**config.mk**
```make
export PLATFORM = sky130hd
export DESIGN_NAME = imm_gen_pipe_flat
export DESIGN_NICKNAME = d
export VERILOG_FILES = /design/src/rtl/imm_gen_pkg.sv /design/src/rtl/imm_gen_pipe_if.sv /design/src/rtl/imm_skid_buf.sv /design/src/rtl/imm_gen_pipe.sv /design/src/flat_wrapper.sv
export SDC_FILE = /design/constraint.sdc
export NUM_CORES = 1
export LEC_CHECK = 0
export ABC_CLOCK_PERIOD_IN_PS = 1800
export BUFFER_PORTS_ARGS = -buffer_cell sky130_fd_sc_hd__buf_2
export CORE_MARGIN = 1
export CORE_UTILIZATION = 30
export CTS_CLUSTER_DIAMETER = 60
export DETAILED_ROUTE_END_ITERATION = 8
export HOLD_SLACK_MARGIN = 0.1
export PLACE_DENSITY_LB_ADDON = 0.2
export SYNTH_ARGS = -nofsm -noshare
export SYNTH_HDL_FRONTEND = slang
export SYNTH_SLANG_ARGS = --single-unit
export TNS_END_PERCENT = 30
```
**constraint.sdc**
```tcl
create_clock -name CLK -period 1.8 [get_ports CLK]
set_input_delay 0.09 -clock CLK [delete_from_list [all_inputs] [get_ports CLK]]
set_output_delay 0.09 -clock CLK [all_outputs]
set_load 0.1 [all_outputs]
```
**src/rtl/imm_gen_pkg.sv**
```systemverilog
// imm_gen_pkg: shared definitions for the pipelined immediate generator.
//   - op encodings OP_I .. OP_RSVD
//   - field positions / widths inside the 26-bit instruction slice
//   - HW_SHIFT: wide-move shift granule in bits
//   - is_wide(): true for MOVZ / MOVK / MOVN
package imm_gen_pkg;

    localparam logic [2:0] OP_I    = 3'b000;
    localparam logic [2:0] OP_D    = 3'b001;
    localparam logic [2:0] OP_B    = 3'b010;
    localparam logic [2:0] OP_CBZ  = 3'b011;
    localparam logic [2:0] OP_MOVZ = 3'b100;
    localparam logic [2:0] OP_MOVK = 3'b101;
    localparam logic [2:0] OP_MOVN = 3'b110;
    localparam logic [2:0] OP_RSVD = 3'b111;

    localparam int I_LSB   = 10;
    localparam int I_W     = 12;
    localparam int D_LSB   = 12;
    localparam int D_W     = 9;
    localparam int B_W     = 26;
    localparam int CBZ_LSB = 5;
    localparam int CBZ_W   = 19;
    localparam int MOV_LSB = 5;
    localparam int MOV_W   = 16;

    localparam int HW_SHIFT = 16;

    function automatic logic is_wide(input logic [2:0] op);
        return (op == OP_MOVZ) || (op == OP_MOVK) || (op == OP_MOVN);
    endfunction

endpackage

```
**src/rtl/imm_gen_pipe_if.sv**
```systemverilog
// imm_gen_pipe_if: request/response bundle of the immediate generator.
//   request  : in_valid, in_ready, in26, op, hw
//   response : out_valid, out_ready, imm, err
//   master   : drives requests, consumes responses (decode side / bench)
//   slave    : the generator itself
interface imm_gen_pipe_if #(
    parameter int WIDTH = 64
);
    logic             in_valid;
    logic             in_ready;
    logic [25:0]      in26;
    logic [2:0]       op;
    logic [1:0]       hw;
    logic             out_valid;
    logic             out_ready;
    logic [WIDTH-1:0] imm;
    logic             err;

    modport master (
        output in_valid, in26, op, hw, out_ready,
        input  in_ready, out_valid, imm, err
    );

    modport slave (
        input  in_valid, in26, op, hw, out_ready,
        output in_ready, out_valid, imm, err
    );
endinterface

```
**src/rtl/imm_skid_buf.sv**
```systemverilog
// imm_skid_buf: generic 2-entry valid/ready buffer (main register + skid).
//   CLK, resetn          : clock, synchronous active-low reset
//   in_valid/in_ready    : upstream handshake, in_data payload
//   out_valid/out_ready  : downstream handshake, out_data payload
// in_ready depends only on registered skid occupancy, so no combinational
// path runs from out_ready back to in_ready.
module imm_skid_buf #(
    parameter int DW = 65
) (
    input  logic          CLK,
    input  logic          resetn,
    input  logic          in_valid,
    output logic          in_ready,
    input  logic [DW-1:0] in_data,
    output logic          out_valid,
    input  logic          out_ready,
    output logic [DW-1:0] out_data
);
    logic          main_valid;
    logic          skid_valid;
    logic [DW-1:0] main_data;
    logic [DW-1:0] skid_data;
    logic          in_fire;
    logic          main_free;

    // Outputs are forced idle while resetn is low so nothing stale leaks out.
    assign in_ready  = resetn & ~skid_valid;
    assign out_valid = resetn & main_valid;
    assign out_data  = resetn ? main_data : '0;

    assign in_fire   = in_valid & in_ready;
    assign main_free = ~main_valid | out_ready;

    // NOTE: sequential state uses non-blocking assignments so every register
    // samples the pre-edge values, independent of statement order.
    always_ff @(posedge CLK) begin
        if (!resetn) begin
            // NOTE: payload registers are cleared as well, because pending
            // entries must be discarded and imm must read 0 after reset.
            main_valid <= 1'b0;
            skid_valid <= 1'b0;
            main_data  <= '0;
            skid_data  <= '0;
        end else if (main_free) begin
            if (skid_valid) begin
                // in_ready is low while skid is occupied, so no new entry here.
                main_data  <= skid_data;
                main_valid <= 1'b1;
                skid_valid <= 1'b0;
            end else begin
                main_valid <= in_fire;
                if (in_fire) main_data <= in_data;
            end
        end else if (in_fire) begin
            skid_valid <= 1'b1;
            skid_data  <= in_data;
        end
    end
endmodule

```
**src/rtl/imm_gen_pipe.sv**
```systemverilog
// imm_gen_pipe: pipelined immediate generator for the decode stage.
//   CLK     : rising-edge clock
//   resetn  : synchronous active-low reset
//   bus     : imm_gen_pipe_if.slave (in_valid/in_ready/in26/op/hw,
//             out_valid/out_ready/imm/err)
//   WIDTH   : output immediate width, 32 or 64
// Build option IMMGEN_MOVK_EN: when defined, MOVK and the wide-move
// accumulator are built; otherwise op=101 is reported as reserved.
module imm_gen_pipe
    import imm_gen_pkg::*;
#(
    parameter int WIDTH = 64
) (
    input logic           CLK,
    input logic           resetn,
    imm_gen_pipe_if.slave bus
);
    logic [MOV_W-1:0] imm16;
    logic [5:0]       shamt;
    logic [63:0]      wide64;
    logic [63:0]      res64;
    logic [WIDTH-1:0] res;
    logic             err;
    logic [WIDTH:0]   out_data;

    assign imm16  = bus.in26[MOV_LSB +: MOV_W];
    // hw counts HW_SHIFT (16-bit) granules: 16*hw is hw followed by four zeros.
    assign shamt  = {bus.hw, 4'b0000};
    assign wide64 = {48'b0, imm16} << shamt;

`ifdef IMMGEN_MOVK_EN
    logic [WIDTH-1:0] acc_q;
    logic [63:0]      acc64;
    logic [63:0]      mask64;
    logic             in_fire;

    assign acc64   = 64'(acc_q);
    assign mask64  = {48'b0, 16'hFFFF} << shamt;
    assign in_fire = bus.in_valid & bus.in_ready;
`endif

    // NOTE: every output of this block gets a default first, so no path
    // through the case can leave a value held and infer a latch.
    always_comb begin
        res64 = '0;
        err   = 1'b0;
        case (bus.op)
            OP_I:    res64 = 64'(bus.in26[I_LSB +: I_W]);
            OP_D:    res64 = 64'($signed(bus.in26[D_LSB +: D_W]));
            OP_B:    res64 = 64'($signed(bus.in26[B_W-1:0]));
            OP_CBZ:  res64 = 64'($signed(bus.in26[CBZ_LSB +: CBZ_W]));
            OP_MOVZ: res64 = wide64;
            OP_MOVN: res64 = ~wide64;
`ifdef IMMGEN_MOVK_EN
            OP_MOVK: res64 = (acc64 & ~mask64) | wide64;
`endif
            default: err   = 1'b1;
        endcase
        // A 32-bit result has no halfwords 2 and 3 to move into.
        if (WIDTH == 32 && is_wide(bus.op) && bus.hw[1]) err = 1'b1;
        if (err) res64 = '0;
    end

    assign res = res64[WIDTH-1:0];

`ifdef IMMGEN_MOVK_EN
    // Updated at acceptance, so a following MOVK sees this result even while
    // it is still waiting in the output buffer.
    always_ff @(posedge CLK) begin
        if (!resetn) begin
            acc_q <= '0;
        end else if (in_fire && is_wide(bus.op) && !err) begin
            acc_q <= res;
        end
    end
`endif

    imm_skid_buf #(
        .DW(WIDTH + 1)
    ) u_skid (
        .CLK      (CLK),
        .resetn   (resetn),
        .in_valid (bus.in_valid),
        .in_ready (bus.in_ready),
        .in_data  ({err, res}),
        .out_valid(bus.out_valid),
        .out_ready(bus.out_ready),
        .out_data (out_data)
    );

    assign bus.err = out_data[WIDTH];
    assign bus.imm = out_data[WIDTH-1:0];
endmodule

```
**src/flat_wrapper.sv**
```systemverilog
// flat-port wrapper written by rule: the top's interface ports become plain ports
module imm_gen_pipe_flat import imm_gen_pkg::*;
#(
    parameter int WIDTH = 64
)
  (CLK, resetn, bus_in_valid, bus_in26, bus_op, bus_hw, bus_out_ready, bus_in_ready, bus_out_valid, bus_imm, bus_err);
  imm_gen_pipe_if #(.WIDTH(WIDTH)) bus_i ();
  input logic CLK;
  input logic resetn;
  input wire logic [$bits(bus_i.in_valid)-1:0] bus_in_valid;
  input wire logic [$bits(bus_i.in26)-1:0] bus_in26;
  input wire logic [$bits(bus_i.op)-1:0] bus_op;
  input wire logic [$bits(bus_i.hw)-1:0] bus_hw;
  input wire logic [$bits(bus_i.out_ready)-1:0] bus_out_ready;
  output wire logic [$bits(bus_i.in_ready)-1:0] bus_in_ready;
  output wire logic [$bits(bus_i.out_valid)-1:0] bus_out_valid;
  output wire logic [$bits(bus_i.imm)-1:0] bus_imm;
  output wire logic [$bits(bus_i.err)-1:0] bus_err;
  assign bus_i.in_valid = bus_in_valid;
  assign bus_i.in26 = bus_in26;
  assign bus_i.op = bus_op;
  assign bus_i.hw = bus_hw;
  assign bus_i.out_ready = bus_out_ready;
  assign bus_in_ready = bus_i.in_ready;
  assign bus_out_valid = bus_i.out_valid;
  assign bus_imm = bus_i.imm;
  assign bus_err = bus_i.err;
  imm_gen_pipe #(.WIDTH(WIDTH)) u_core (.CLK(CLK), .resetn(resetn), .bus(bus_i));
endmodule
```
# Yosys cells after proc, flatten, opt, wreduce, memory -nomap -nowiden
# Cells that the tools add are included.
[totals] out_inout_bits=67 word_cells=32 ff_bits=132 input_bits=35
[classes] n_shift=1 eq_ne=5 n_reduce_logical=6 n_bitwise=9 mux=7
[op_table] cell="$pmux W64 S6" n=1
[op_table] cell="$mux W65" n=3
[op_table] cell="$mux W64" n=1
[op_table] cell="$not A64 Y64" n=1
[op_table] cell="$shl A16 B6 Y64" n=1
[op_table] cell="$eq A3 B2 Y1 const B" n=2
[op_table] cell="$eq A3 B3 Y1 const B" n=2
[op_table] cell="$reduce_or A6 Y1" n=1
[op_table] cell="$not A1 Y1" n=4
[op_table] cell="$reduce_and A2 Y1" n=2
[op_table] cell="$and A1 B1 Y1" n=3
[op_table] cell="$eq A3 B1 Y1 const B" n=1
[op_table] cell="$logic_not A3 Y1" n=1
[op_table] cell="$mux W1" n=2
[op_table] cell="$reduce_bool A2 Y1" n=1
[op_table] cell="$reduce_or A2 Y1" n=1
[op_table] cell="$or A1 B1 Y1" n=1

# Longest topological paths before layout
# Gate-level depths: netlist (run 1).
[depth] word_depth=6 depth_mapped=8 mapped_depth_nobuf=4

# By module
# Synthesis (run 1) repeated with hierarchy kept, for this count alone.
[hier_totals] hier_cells=1032 hier_area_um2=8207.9
[by_module_without_submodules] module="imm_skid_buf" area_each_um2=6204.7 instances=1 cells_per_inst=741 seq_area_each_um2=2642.5
[by_module_without_submodules] module="imm_gen_pipe" area_each_um2=2003.2 instances=1 cells_per_inst=291 seq_area_each_um2=0.0

# Least setup slack after synthesis (run 1)
# OpenSTA, ideal clock, no wires.
[synth_timing] path_type="input -> output" start="input port resetn" end="output port bus_in_ready" t_arrival_ns=2.103 required_ns=1.710 stages=4 n_path_buf=3 slack_ns=-0.393 path_cell_list="buf_2 clkbuf_1 clkbuf_1 nor2b_1"
[synth_via] elab_chain_len=1
[synth_lines] item="start, declared" line="flat_wrapper.sv:9" text="input logic resetn;"
[synth_lines] item="$and A1 B1 Y1" line="imm_skid_buf.sv:27" text="assign in_ready = resetn & ~skid_valid;"
[synth_lines] item="end, declared" line="flat_wrapper.sv:15" text="output wire logic [$bits(bus_i.in_ready)-1:0] bus_in_ready;"
# No other way between the ends.

# Final worst setup path (run 1)
[layout_timing] start="input port bus_out_ready" end="register u_core.u_skid.main_data[37]"
[layout_via] elab_chain_len=2
[layout_lines] item="start, declared" line="flat_wrapper.sv:14" text="input wire logic [$bits(bus_i.out_ready)-1:0] bus_out_ready;"
[layout_lines] item="$or A1 B1 Y1" line="imm_skid_buf.sv:32" text="assign main_free = ~main_valid | out_ready;"
[layout_lines] item="$reduce_and A2 Y1 (no line)"
[layout_lines] item="end signal, assigned" line="imm_skid_buf.sv:47" text="main_data <= skid_data;"
[layout_lines] item="end signal, assigned" line="imm_skid_buf.sv:52" text="if (in_fire) main_data <= in_data;"
[layout_lines] item="end, declared" line="imm_skid_buf.sv:21" text="logic [DW-1:0] main_data;"
# No other way between the ends.
# A chain may end at the register's enable or synchronous reset.

==> results.toml, run 1 <==
[grt]
grt_use_total = 0.182
antenna_found_initial = 1
grt_max_degree = 78
grt_overflow = 0
grt_pass1_vias = 5775
grt_pass1_wl_um = 33000

[synth]
avgSynthCellArea_um2 = 8.31
seq_area_frac_synth = 0.392
synth_nets = 846
synth_cell_type_count = 39
ys_ff_latch = 132
syn-cell-area_um2 = 6740
synthArstFlopShare = 0
yosys-top-cells-count = "132 x dfxtp_1, 125 x a21oi_1, 111 x o21ai_0"
synthFlopType = "dfxtp_1"
synth_edf_count = 0
yosys-top-cells-area = "dfxtp_1 39%, a21oi_1 9.3%, o21ai_0 8.2%, a22oi_1 6.9%, and2_1 6.1%"
yosys.area.top_type = "dfxtp_1"
yosysMostFrequentCell = "dfxtp_1"
synth.top_cell.area_share = 0.392
postSynthCellCount = 811
yosysWarnings = 0

[critical_path]
start_kind = "input port"
path_class = "input port to flip-flop"
path_max_fanout = 33
cp-end-kind = "flip-flop"
required_ps = 2100
arrival_ps = 1840

[final_layout]
syn_to_final_growth_pct = 36.9
antennaDiodeCount = 0
fin_util = 0.420
fill_cells = 2120
ff_latch_area_um2 = 2640
final_layout_size_suffix_gt1_frac = 0.218
multi_input_area_um2 = 3650
fin_nets = 897

[route]
vias = 6348
drtAntennaViolNets = 0
avgViaCountPerCell = 5.50
drt_wl_total_um = 21100
drtPass1Iterations = 9
top_layer_used = "met5"
met1_length_um = 10100
drt_iter0_markers = 556
drc_errors = 7
met2_length_um = 9640
met3WireLength_um = 1020
wl_per_cell_um = 18.3

[timing]
finalClockSkew_ps = 11.9
timing.setup.tns_ps = 0
worst_pin_slew_ps = 811
max_slew_margin = 0.457
setup_viol = 0
grt_setup_unrepaired = "false"
layout_setup_ws_ps = 259
fmax_ghz = 0.649
final.min_clock_period_ps = 1540
period_share = 0.856
slew_viol_final = 0
hold_ws_ps = 154
hold_viol = 0

[die]
chipHeight_um = 152
dieArea_um2 = 23100
core_area_um2 = 22000
rows = 54
initial_core_util = 0.307
io_pins = 102
dieWidth_um = 152

[clock_network]
root_buffer = "clkbuf_16"
h-tree-depth = 4
clk_pin_slew_ps = 60
post-cts-setup-buffer-count = 0
cts.sink_count = 132
clockBufferDepth = 2
cts_made_buffers = 17
cts_tree = "yes"
clock_latency_ps = 430

[pwr]
leakagePower_nw = 3.47
powerDensity_nw_per_um2 = 893
internal_power_w = 0.00583
power_switching_share = 0.292
switchingPower_w = 0.00241
comb_power_share = 0.192
p_clk_frac = 0.434
ir_drop_v = 0.000642
power_frac_seq = 0.374

[place]
place_ws_ps = 120
place_congestion = 0.854
dp_hpwl_um = 13700
port_buffers = 101

[run]
cap_viol_max_count = 0

[run_status]
status = "finished, violations left"
violations = "DRC"

[worst_hold_path]
hold_class = "input port to flip-flop"
worst paths after layout:
| kind | from | end | slack (ps) | depth (start not counted) |
|---|---|---|---|---|
| worst max-delay path | bus_out_ready | u_core.u_skid.main_data[37]$_SDFFE_PN0P_ | 260 | 7 |
| worst min-delay path | bus_in26[22] | u_core.u_skid.main_data[17]$_SDFFE_PN0P_ | 150 | 5 |
| worst max register to register | u_core.u_skid.main_valid$_SDFFE_PN0P_ | u_core.u_skid.main_data[37]$_SDFFE_PN0P_ | 350 | 5 |
| worst min register to register | u_core.u_skid.skid_data[0]$_SDFFE_PN0P_ | u_core.u_skid.main_data[0]$_SDFFE_PN0P_ | 460 | 2 |
layout by cell type (no fill, tap or decap), types with 10 or more instances in the layout:
cell type / synthesis / routed
a21oi_1: 125 / 125
buf_12: 0 / 80
dfxtp_1: 132 / 132
nand2b_1: 10 / 10
o21ai_0: 111 / 111
nor4_1: 10 / 10
o21ai_1: 16 / 15
clkbuf_16: 0 / 17
o22ai_1: 11 / 11
and2_1: 66 / 66
mux2i_1: 29 / 29
buf_2: 38 / 33
a311oi_1: 38 / 38
nor2_1: 17 / 17
buf_4: 1 / 22
and3_1: 12 / 11
a22oi_1: 62 / 62
layer usage:
| metal | GRT usage | up-vias |
|---|---|---|
| li1 | - | 3118 |
| met1 | 0.254 | 3011 |
| met2 | 0.276 | 192 |
| met3 | 0.0382 | 25 |
| met4 | 0.0632 | 2 |
| met5 | 0 | - |
sequential cells by signal (all words and copies together), names as in the netlist:
| register | flops |
|---|---|
| u_core.u_skid.skid_valid | 1 |
| u_core.u_skid.skid_data | 65 |
| u_core.u_skid.main_data | 65 |
| u_core.u_skid.main_valid | 1 |
timing repair:
| item | 4_1_cts | 5_1_grt |
|---|---|---|
| hold endpoints to repair | 3 | 0 |
| hold buffers | 4 | 0 |
| gates resized for setup | 0 | 0 |
logic make-up after synthesis:
kind of cell,count (synthesis),share of synthesized area
compound gates,392,0.360
xor+xnor,4,0.00520
buf+inv,109,0.0713
flops,132,0.392
mux,29,0.0431
simple gates,145,0.128
critical path: stages:
cell	delay, ps
dlygate4sd3_1	530
buf_2	150
nand2b_1	230
and3_2	270
buf_4	250
a22oi_1	190
o21ai_0	100
layout make-up:
| cell class | instances | share of cell area |
|---|---|---|
| multi-input combinational | 570 | 0.395 |
| sequential | 132 | 0.286 |
| timing repair buffer | 139 | 0.214 |
| clock buffer | 19 | 0.0491 |
| tap | 280 | 0.0380 |
| clock inverter | 13 | 0.0171 |
| inverter | 2 | 0.000813 |
through the flow:
| step | area, µm² | total power [W] | cells |
|---|---|---|---|
| after floorplan | 6740 | 0.00416 | 811 |
| after global placement | 8580 | 0.00471 | 1119 |
| after detailed placement | 8580 | 0.00472 | 1119 |
| after CTS | 9230 | 0.00831 | 1155 |
| after global routing | 9230 | 0.00857 | 1155 |
| final | 9230 | 0.00824 | 1155 |
power groups by stage:
| stage | registers, W | logic [W] | clock network (W) |
|---|---|---|---|
| 2_1_floorplan | 0.00313 | 0.00103 | 0 |
| 3_3_place_gp | 0.00314 | 0.00157 | 0 |
| 3_5_place_dp | 0.00314 | 0.00158 | 0 |
| 4_1_cts | 0.00308 | 0.00159 | 0.00364 |
| 5_1_grt | 0.00309 | 0.00168 | 0.00380 |
| 6_report | 0.00308 | 0.00158 | 0.00358 |
No activity file was read; power rests on OpenSTA's default activity.
==> inputs of run 2 (changes only) <==
- CELL_PAD_IN_SITES_DETAIL_PLACEMENT: unset -> 1
- CELL_PAD_IN_SITES_GLOBAL_PLACEMENT: unset -> 1
==> results.toml, run 2 (synthesis gave the netlist of run 1 again) <==
[die]
chipHeight_um = 152
dieWidth_um = 152
dieArea_um2 = 23100
initial_core_util = 0.307
io_pins = 102
rows = 54
core_area_um2 = 22000

[grt]
grt_use_total = 0.198
grt_pass1_vias = 6145
grt_overflow = 0
grt_max_degree = 81
grt_pass1_wl_um = 35700
antenna_found_initial = 2

[clock_network]
clock_latency_ps = 430
ctsResizeCount = 0
root_buffer = "clkbuf_16"
cts_made_buffers = 17
h-tree-depth = 4
clockBufferDepth = 2
cts_tree = "yes"
clk_pin_slew_ps = 60
cts.sink_count = 132

[timing]
timing.setup.tns_ps = 0
hold_ws_ps = 155
max_slew_margin = 0.474
hold_viol = 0
final.min_clock_period_ps = 1600
slew_viol_final = 0
setup_viol = 0
finalClockSkew_ps = 6.26
worst_pin_slew_ps = 786
period_share = 0.890
fmax_ghz = 0.624
layout_setup_ws_ps = 198
grt_setup_unrepaired = "false"

[critical_path]
cp_cell_sequence = "dlygate4sd3_1 -> buf_2 -> nand2b_1 -> and3_2 -> buf_4 -> a22oi_1 -> o21ai_0"
cp-end-kind = "flip-flop"
required_ps = 2100
critPathBufInv = 3
crit_family = "buffers and inverters"
path_class = "input port to flip-flop"
start_kind = "input port"
arrival_ps = 1910
path_max_fanout = 39
cpMaxStageDelayCell = "dlygate4sd3_1"
max_stage_delay_ps = 530

[route]
drtPass1Iterations = 7
drtAntennaViolNets = 0
drc_errors = 20
drt_iter0_markers = 484
drt_wl_total_um = 22900
wl_per_cell_um = 19.7
avgViaCountPerCell = 5.60
vias = 6500

[final_layout]
syn_to_final_growth_pct = 37.2
final_layout_size_suffix_gt1_frac = 0.218
layout_commonest_cell = "dfxtp_1"
largestRegisters = "u_core.u_skid.main_data (65), u_core.u_skid.skid_data (65)"
final_cell_mix = "132 x dfxtp_1, 125 x a21oi_1, 111 x o21ai_0"
fin_nets = 902

[place]
dp_hpwl_um = 14700
place_congestion = 0.790
place_ws_ps = 92.6
port_buffers = 101

[pwr]
ir_drop_v = 0.000631
internal_power_w = 0.00583
power_switching_share = 0.294
leakagePower_nw = 3.49
comb_power_share = 0.195
switchingPower_w = 0.00243
p_clk_frac = 0.432
power_frac_seq = 0.373
powerDensity_nw_per_um2 = 894

[run_status]
status = "finished, violations left"
violations = "DRC"

[worst_hold_path]
hold_class = "input port to flip-flop"

[run]
cap_viol_max_count = 0
[run 2: worst register-to-register path: stages, from the launching register on]
cell and delay (ps):
dfxtp_1 380, buf_4 170, and3_2 190, buf_4 430, a22oi_1 180, o21ai_0 110
[run 2: final timing paths]
kind                                                 start                                        to  slack [ps]  depth (start not counted)
setup reg to reg     u_core.u_skid.skid_valid$_SDFFE_PP0P_  u_core.u_skid.main_data[39]$_SDFFE_PN0P_         270                          5
hold / removal                                 bus_in26[0]   u_core.u_skid.skid_data[0]$_SDFFE_PN0P_         150                          5
hold reg to reg   u_core.u_skid.skid_data[28]$_SDFFE_PN0P_  u_core.u_skid.main_data[28]$_SDFFE_PN0P_         470                          2
setup / recovery                             bus_out_ready  u_core.u_skid.main_data[39]$_SDFFE_PN0P_         200                          7
[run 2: stage by stage]
step / util / instance area (µm²) / total power [W] / instances
after floorplan: - / 6740 / 0.00416 / 811
after global placement: 0.392 / 8610 / 0.00474 / 1124
after detailed placement: 0.392 / 8610 / 0.00475 / 1124
after CTS: 0.421 / 9250 / 0.00835 / 1159
after global routing: 0.421 / 9250 / 0.00858 / 1159
final: 0.421 / 9250 / 0.00827 / 1160
[run 2: final cells by class]
cell class | count | area, µm²
clock inverters | 9 | 129
inverters | 2 | 7.51
fillers | 2470 | 12700
flip-flops and latches | 132 | 2640
well taps | 280 | 350
repair buffers | 144 | 2000
clock buffers | 22 | 464
multi-input cells | 570 | 3650
diodes | 1 | 2.50
[run 2: per-layer routing]
| metal | vias up | part of all wire | global-route usage |
|---|---|---|---|
| met4 | 0 | 0.013 | 0.0564 |
| li1 | 3132 | - | - |
| met5 | - | 0 | 0 |
| met2 | 138 | 0.48 | 0.326 |
| met1 | 3206 | 0.47 | 0.260 |
| met3 | 24 | 0.041 | 0.0419 |
[run 2: power groups by stage]
stage | clock, W | sequential, W | combinational, W
5_1_grt | 0.00378 | 0.00309 | 0.00171
6_report | 0.00357 | 0.00308 | 0.00161
3_5_place_dp | 0 | 0.00315 | 0.00161
4_1_cts | 0.00365 | 0.00308 | 0.00162
3_3_place_gp | 0 | 0.00314 | 0.00160
2_1_floorplan | 0 | 0.00313 | 0.00103
[run 2: timing repair]
action | CTS | global route
endpoints found under the hold margin | 5 | 0
buffers inserted | 0 | 0
hold buffers | 4 | 0
